[src/rtl/display_scanout.sv]
// display_scanout: streams a 64x32 monochrome framebuffer as serial pixels with optional integer upscaling
// Ports: frame_start requests one frame; rd_en/rd_row/rd_data form the synchronous VRAM row-read port
// (data one cycle after rd_en); pix/pix_valid/pix_ready/pix_sof/pix_eol carry the pixel stream;
// busy marks a frame in progress; overrun latches any frame_start seen while busy (cleared by reset).
module display_scanout #(
  parameter int SCALE = 1
) (
  input  logic        clk,
  input  logic        rst_n,
  input  logic        frame_start,
  output logic        rd_en,
  output logic [4:0]  rd_row,
  input  logic [63:0] rd_data,
  output logic        pix,
  output logic        pix_valid,
  input  logic        pix_ready,
  output logic        pix_sof,
  output logic        pix_eol,
  output logic        busy,
  output logic        overrun
);
  typedef enum logic [1:0] {IDLE, FETCH, LOAD, STREAM} state_t;
  localparam logic [2:0] REP_LAST = 3'(SCALE - 1);
  state_t state_q, state_d;
  logic [4:0] row_q, row_d;
  logic [2:0] vrep_q, vrep_d, hrep_q, hrep_d;
  logic [5:0] col_q, col_d;
  logic [63:0] line_q, line_d;
  logic overrun_q, overrun_d;
  logic xfer, h_last, v_last, line_done;
  always_ff @(posedge clk) begin
    if (!rst_n) begin
      state_q   <= IDLE;
      row_q     <= '0;
      vrep_q    <= '0;
      hrep_q    <= '0;
      col_q     <= '0;
      line_q    <= '0;
      overrun_q <= 1'b0;
    end else begin
      state_q   <= state_d;
      row_q     <= row_d;
      vrep_q    <= vrep_d;
      hrep_q    <= hrep_d;
      col_q     <= col_d;
      line_q    <= line_d;
      overrun_q <= overrun_d;
    end
  end
  always_comb begin
    xfer      = state_q == STREAM && pix_ready;
    h_last    = hrep_q == REP_LAST;
    v_last    = vrep_q == REP_LAST;
    line_done = xfer && h_last && &col_q;
    state_d   = state_q;
    case (state_q)
      IDLE:    state_d = frame_start ? FETCH : IDLE;
      FETCH:   state_d = LOAD;
      LOAD:    state_d = STREAM;
      default: state_d = line_done && v_last ? (&row_q ? IDLE : FETCH) : STREAM;
    endcase
  end
  // Vertical repeats re-walk the line buffer without refetching the row
  always_comb begin
    hrep_d    = state_q == IDLE ? '0 : xfer ? (h_last ? '0 : hrep_q + 3'd1) : hrep_q;
    col_d     = state_q == IDLE ? '0 : xfer && h_last ? col_q + 6'd1 : col_q;
    vrep_d    = state_q == IDLE ? '0 : line_done ? (v_last ? '0 : vrep_q + 3'd1) : vrep_q;
    row_d     = state_q == IDLE ? '0 : line_done && v_last ? row_q + 5'd1 : row_q;
    line_d    = state_q == LOAD ? rd_data : line_q;
    overrun_d = overrun_q || (frame_start && state_q != IDLE);
  end
  always_comb begin
    rd_en     = state_q == FETCH;
    rd_row    = rd_en ? row_q : '0;
    pix_valid = state_q == STREAM;
    pix       = pix_valid && line_q[col_q];
    pix_sof   = pix_valid && row_q == '0 && vrep_q == '0 && col_q == '0 && hrep_q == '0;
    pix_eol   = pix_valid && h_last && &col_q;
    busy      = state_q != IDLE;
    overrun   = overrun_q;
  end
endmodule

[config.mk]
export PLATFORM = sky130hd
export DESIGN_NAME = display_scanout
export DESIGN_NICKNAME = d
export VERILOG_FILES = /design/src/rtl/display_scanout.sv
export SDC_FILE = /design/constraint.sdc
export NUM_CORES = 1
export LEC_CHECK = 0
export CAP_MARGIN = 30
export CORE_MARGIN = 3
export CORE_UTILIZATION = 47
export DETAILED_ROUTE_END_ITERATION = 16
export PLACE_DENSITY_LB_ADDON = 0.2
export SETUP_SLACK_MARGIN = 0.4
export SYNTH_ARGS = -nofsm -noshare
export SYNTH_HDL_FRONTEND = slang
export SYNTH_SLANG_ARGS = --single-unit
[constraint.sdc]
create_clock -name clk -period 5.79 [get_ports clk]
set_clock_uncertainty 0.05 [all_clocks]
set_input_delay 0.579 -clock clk [delete_from_list [all_inputs] [get_ports clk]]
set_output_delay 0.579 -clock clk [all_outputs]
set_load 0.02 [all_outputs]
; ---- Word level (Yosys, flattened, before mapping)
; Index checks and enable logic that the tools add are counted.
[classes]
n_lt_le_gt_ge = 1
n_reduce_logical = 22
bitwise = 1
eq_ne = 3
div_mod_pow = 0
add_sub_neg = 4
n_shift = 0
mux = 9
multipliers = 0
[op_table]
columns = cell, n
row1 = $logic_and 1x1->1, 12
row2 = $lt 6x7->1 const B, 1
row3 = $add 3x1->3 const B, 2
row4 = $add 6x1->6 const B, 1
row5 = $bmux 1 s6, 1
row6 = $logic_not 3->1, 2
row7 = $logic_not 6->1, 1
row8 = $mux 3, 2
row9 = $pmux 2 s3, 1
row10 = $reduce_and 6->1, 1
row11 = $add 5x1->5 const B, 1
row12 = $logic_not 5->1, 1
row13 = $mux 5, 1
row14 = $reduce_and 5->1, 1
row15 = $eq 2x2->1 const B, 2
row16 = $mux 1, 3
row17 = $eq 2x1->1 const B, 1
row18 = $logic_not 2->1, 1
row19 = $mux 2, 1
row20 = $reduce_bool 2->1, 1
row21 = $reduce_or 2->1, 1
row22 = $logic_or 1x1->1, 1
row23 = $not 1->1, 1
[word_totals]
input_bits = 68
word_cells = 47
regBits = 84
memories = 0
latch_bits = 0
ram_bits = 0
mem_bits_ro = 0
output_inout_bits = 12

; ---- Depth between registers and ports, before layout
[logic_depth]
word_depth = 7
mapped_depth = 7
depth_no_buf = 6

; ---- Worst setup path before layout
; No wires, ideal clock.
[synth_timing]
path_type = register -> output
startpoint = register col_q[1]
endpoint = output port pix
required_time_ns = 5.161
arrival_time_ns = 1.936
setup_slack_ns = 3.225
path_stages_with_launch = 6
cell_sequence = dfxtp_1 > buf_6 > mux4_1 > mux4_2 > o31a_1 > and4_1
[synth_between]
elab_chain_len = 3
[synth_rtl]
columns = item, line_no
row1 = start: declaration, 27  ; logic [5:0] col_q, col_d;
row2 = start signal: assignment, 45  ; col_q <= col_d;
row3 = $bmux 1 s6, 76  ; pix = pix_valid && line_q[col_q];
row4 = $mux 1 (not written as such), 76
row5 = $logic_and 1x1->1, 76
row6 = end: declaration, 14  ; output logic pix,
; No other way between the ends. The select of a mux whose other input is x is not followed.

; ---- Worst setup path after layout
[layout_timing]
startpoint = register col_q[3]
endpoint = output port pix
; The elaborated chain is that of the path after synthesis.

==> results.md <==
* Synth Register Bits at 84
* Simple-gate share of the synthesized area at 15.1%
* Worst Setup Path Type: reg2out
* Synth Cell Area at 3880 um^2
* Xor/xnor share of the synthesized area at 2.03%
* Slew @ Worst Pin at 872 ps
* Leak at 0.00183 uW
* Max-Cap Viols at 0
* Ports at 80
* Syn avg cell area at 10.3 um^2
* Met1 WL at 3720 um
* Fraction of final layout cells with drive strength greater than 1 at 6.68%
* Vias in the first global route at 3027
* Fraction of registers with async set/reset at 0%
* Met3 wire length at 337 um
* Proportion of synthesized area in mux cells at 28.6%
* DRT iter0 DRCs at 128
* CTS sink cnt at 84
* Routed Antenna Nets at 0
* Warnings from Yosys at 0
* Chip height at 96.8 um
* Synthesized Nets at 457
* Critical Path End Type: primary output
* Die width at 96.8 um
* Port Buf Inserts at 79
* RD Place Congestion at 0.718
* Average routed wire per standard cell at 14.9 um
* FF+latch area at 1680 um^2
* Post-Synthesis Cells at 375
* # diodes at 0
* Post-synthesis cell type count at 35
* Crit Path Max Fanout at 20
* GRT Util Overall at 18.0%
* Final Util at 62.9%
* Post-DP HPWL at 5980 um
* Pre-CTS setup slack at 1970 ps
* Num CTS Buffers at 9
* Compound-gate portion of the synthesized area at 2.52%
* Multi-input logic area at 2060 um^2
* Via/cell ratio at 5.29
* CTS Hold Bufs at 0
* Core box area at 7850 um^2
* Clock latency on the worst-skew pair at 340 ps
* Post_cts resized at 0
* Pre-antenna DRT Iters at 5
* Final Critical Period at 3800 ps
* Pwr Density at 325 nW/um^2
* # setup viols final at 0
* Status: finished, final reports clean
* Initial antenna violation count at 0
* Met2 WL post-DR at 4000 um
* Main flop type after synthesis: dfxtp_1
* Via count at 2916
* Worst reg-to-reg path cell count at 5
* Effective utilization at floorplan at 49.4%
* Final hold violations at 0
* CTS tree: built
* H-tree depth at 3
* Post-CTS Setup Bufs at 0
* First-pass GRT wire length at 14100 um
* Arrival time worst endpoint at 3170 ps
* Part of the Yosys area used for sequential elements at 43.4%
* Non-Filler Instances at 551
* # rows at 32
* Final wirelength at 8200 um
* Slew Viols, Final at 0
* Critical Path RT at 5160 ps
* Min-Delay Path Class: reg2reg
* Nets at 527
* DRC at 0
* Adder-cell share of the synthesized area at 4.52%
* Max Used Layer: met4
* Total die area at 9380 um^2
* GRT overflow at 0
* Maximum vdd drop at 0.152 mV
* EDFF count, synth at 0
* TNS Setup at 0 ps
* Total power draw at 1610 uW
* Peak Freq at 0.263 GHz
* Final period utilization at 65.7%
* CTS clk-pin slew, worst paths at 80 ps
* CTS Buffer Depth at 2
* Clk root buf: clkbuf_8
* # placed instances at 535
* Fillcell total at 673
* WHS Path Cells at 2
* Area growth from synthesis to layout at 27.4%
* Largest net degree at the start of global routing at 53
* Startpoint class of the critical path: register
* Largest family of logic cells by synthesized area: multiplexers
* Max_slew headroom at 41.8%
* Final WS setup at 1990 ps
* Unrepaired setup endpoints after global routing: false
per-layer routing:
metal / vias up / GRT usage, %
met5: - / 0
met2: 61 / 30.3
li1: 1449 / -
met1: 1393 / 22.6
met4: 0 / 7.34
met3: 13 / 3.68
path summary, 6_finish.rpt:
check,slack [ps],end,start
max,1990,pix,col_q[3]$_SDFFE_PP0P_
min,430,hrep_q[1]$_SDFFE_PP0P_,hrep_q[1]$_SDFFE_PP0P_
max reg2reg,3420,row_q[3]$_SDFFE_PP0N_,state_q[1]$_SDFF_PN0_
min reg2reg,430,hrep_q[1]$_SDFFE_PP0P_,hrep_q[1]$_SDFFE_PP0P_
registers in the layout, summed over array words and instances (netlist names):
name / cells
vrep_q: 3
line_q: 64
hrep_q: 3
overrun: 1
state_q: 2
col_q: 6
row_q: 5
cell families (layout without fill, tap and decap cells):
group / count (synthesis) / in the layout
simple gates: 129 / 129
flops: 84 / 84
mux: 87 / 87
fa+ha+maj: 14 / 14
compound gates: 15 / 15
buf+inv: 37 / 111
xor+xnor: 9 / 9
report_power, final:
group / total, uW / switching, uW / internal, uW
registers: 735 / 57.4 / 678
logic: 514 / 240 / 274
clock network: 357 / 204 / 153
total: 1610 / 501 / 1100
Yosys cell counts, types with 2 or more instances:
library cell	count	share of area, %
mux4_2	10	5.8
nor2_1	85	8.2
inv_1	14	1.4
a22oi_1	2	0.39
xnor2_1	5	1.1
or3_1	3	0.48
nor4b_1	2	0.45
dfxtp_1	84	43
and3_1	3	0.48
xor2_1	4	0.90
nand3_1	6	0.77
and2_1	5	0.81
mux2i_1	70	18
nor3b_1	2	0.39
nand2_1	8	0.77
nor3_1	2	0.26
ha_1	14	4.5
o21ai_0	2	0.26
buf_2	3	0.39
a21oi_1	5	0.65
a211oi_1	2	0.39
mux4_1	7	4.7
and4_1	3	0.68
nor2b_1	2	0.32
nand4_1	5	0.81
clkbuf_1	18	1.7
cells in the final DEF, fill, tap and decap left out, drive strengths merged:
master,instances
nor2,85
dfxtp,84
clkdlybuf4s50,79
mux2i,70
mux4,17
inv,14
ha,14
clkbuf,9
nand2,8
nand3,6
and2,5
nand4,5
a21oi,5
xnor2,5
xor2,4
clkinv,4
and3,3
and4,3
or3,3
buf,3
nor3,2
nor3b,2
a22oi,2
nor2b,2
nor4b,2
a211oi,2
o21ai,2
clkinvlp,2
nand2b,1
o22ai,1
o311ai,1
o31a,1
nand3b,1
and4b,1
a311oi,1
cell type report:
class | count | share of cell area (%)
Sequential cell | 84 | 34.0
Clock buffer | 9 | 2.51
Tap cell | 102 | 2.58
Multi-Input combinational cell | 254 | 41.7
Clock inverter | 6 | 0.861
Timing Repair Buffer | 82 | 17.3
Inverter | 14 | 1.06
stage by stage:
| stage | hold WS [ps] | cell area (um^2) |
|---|---|---|
| 2_1_floorplan | 401 | 3880 |
| 3_3_place_gp | 406 | 4710 |
| 3_5_place_dp | 424 | 4760 |
| 4_1_cts | 436 | 4920 |
| 5_1_grt | 474 | 4940 |
| 6_report | 431 | 4940 |
critical path, cell delays in order, from the launching register on:
cell	delay (ps)
dfxtp_1	900
mux4_1	440
mux4_2	500
o31a_1	250
and4_1	200
clkdlybuf4s50_1	540
(Power assumes the default switching activity.)
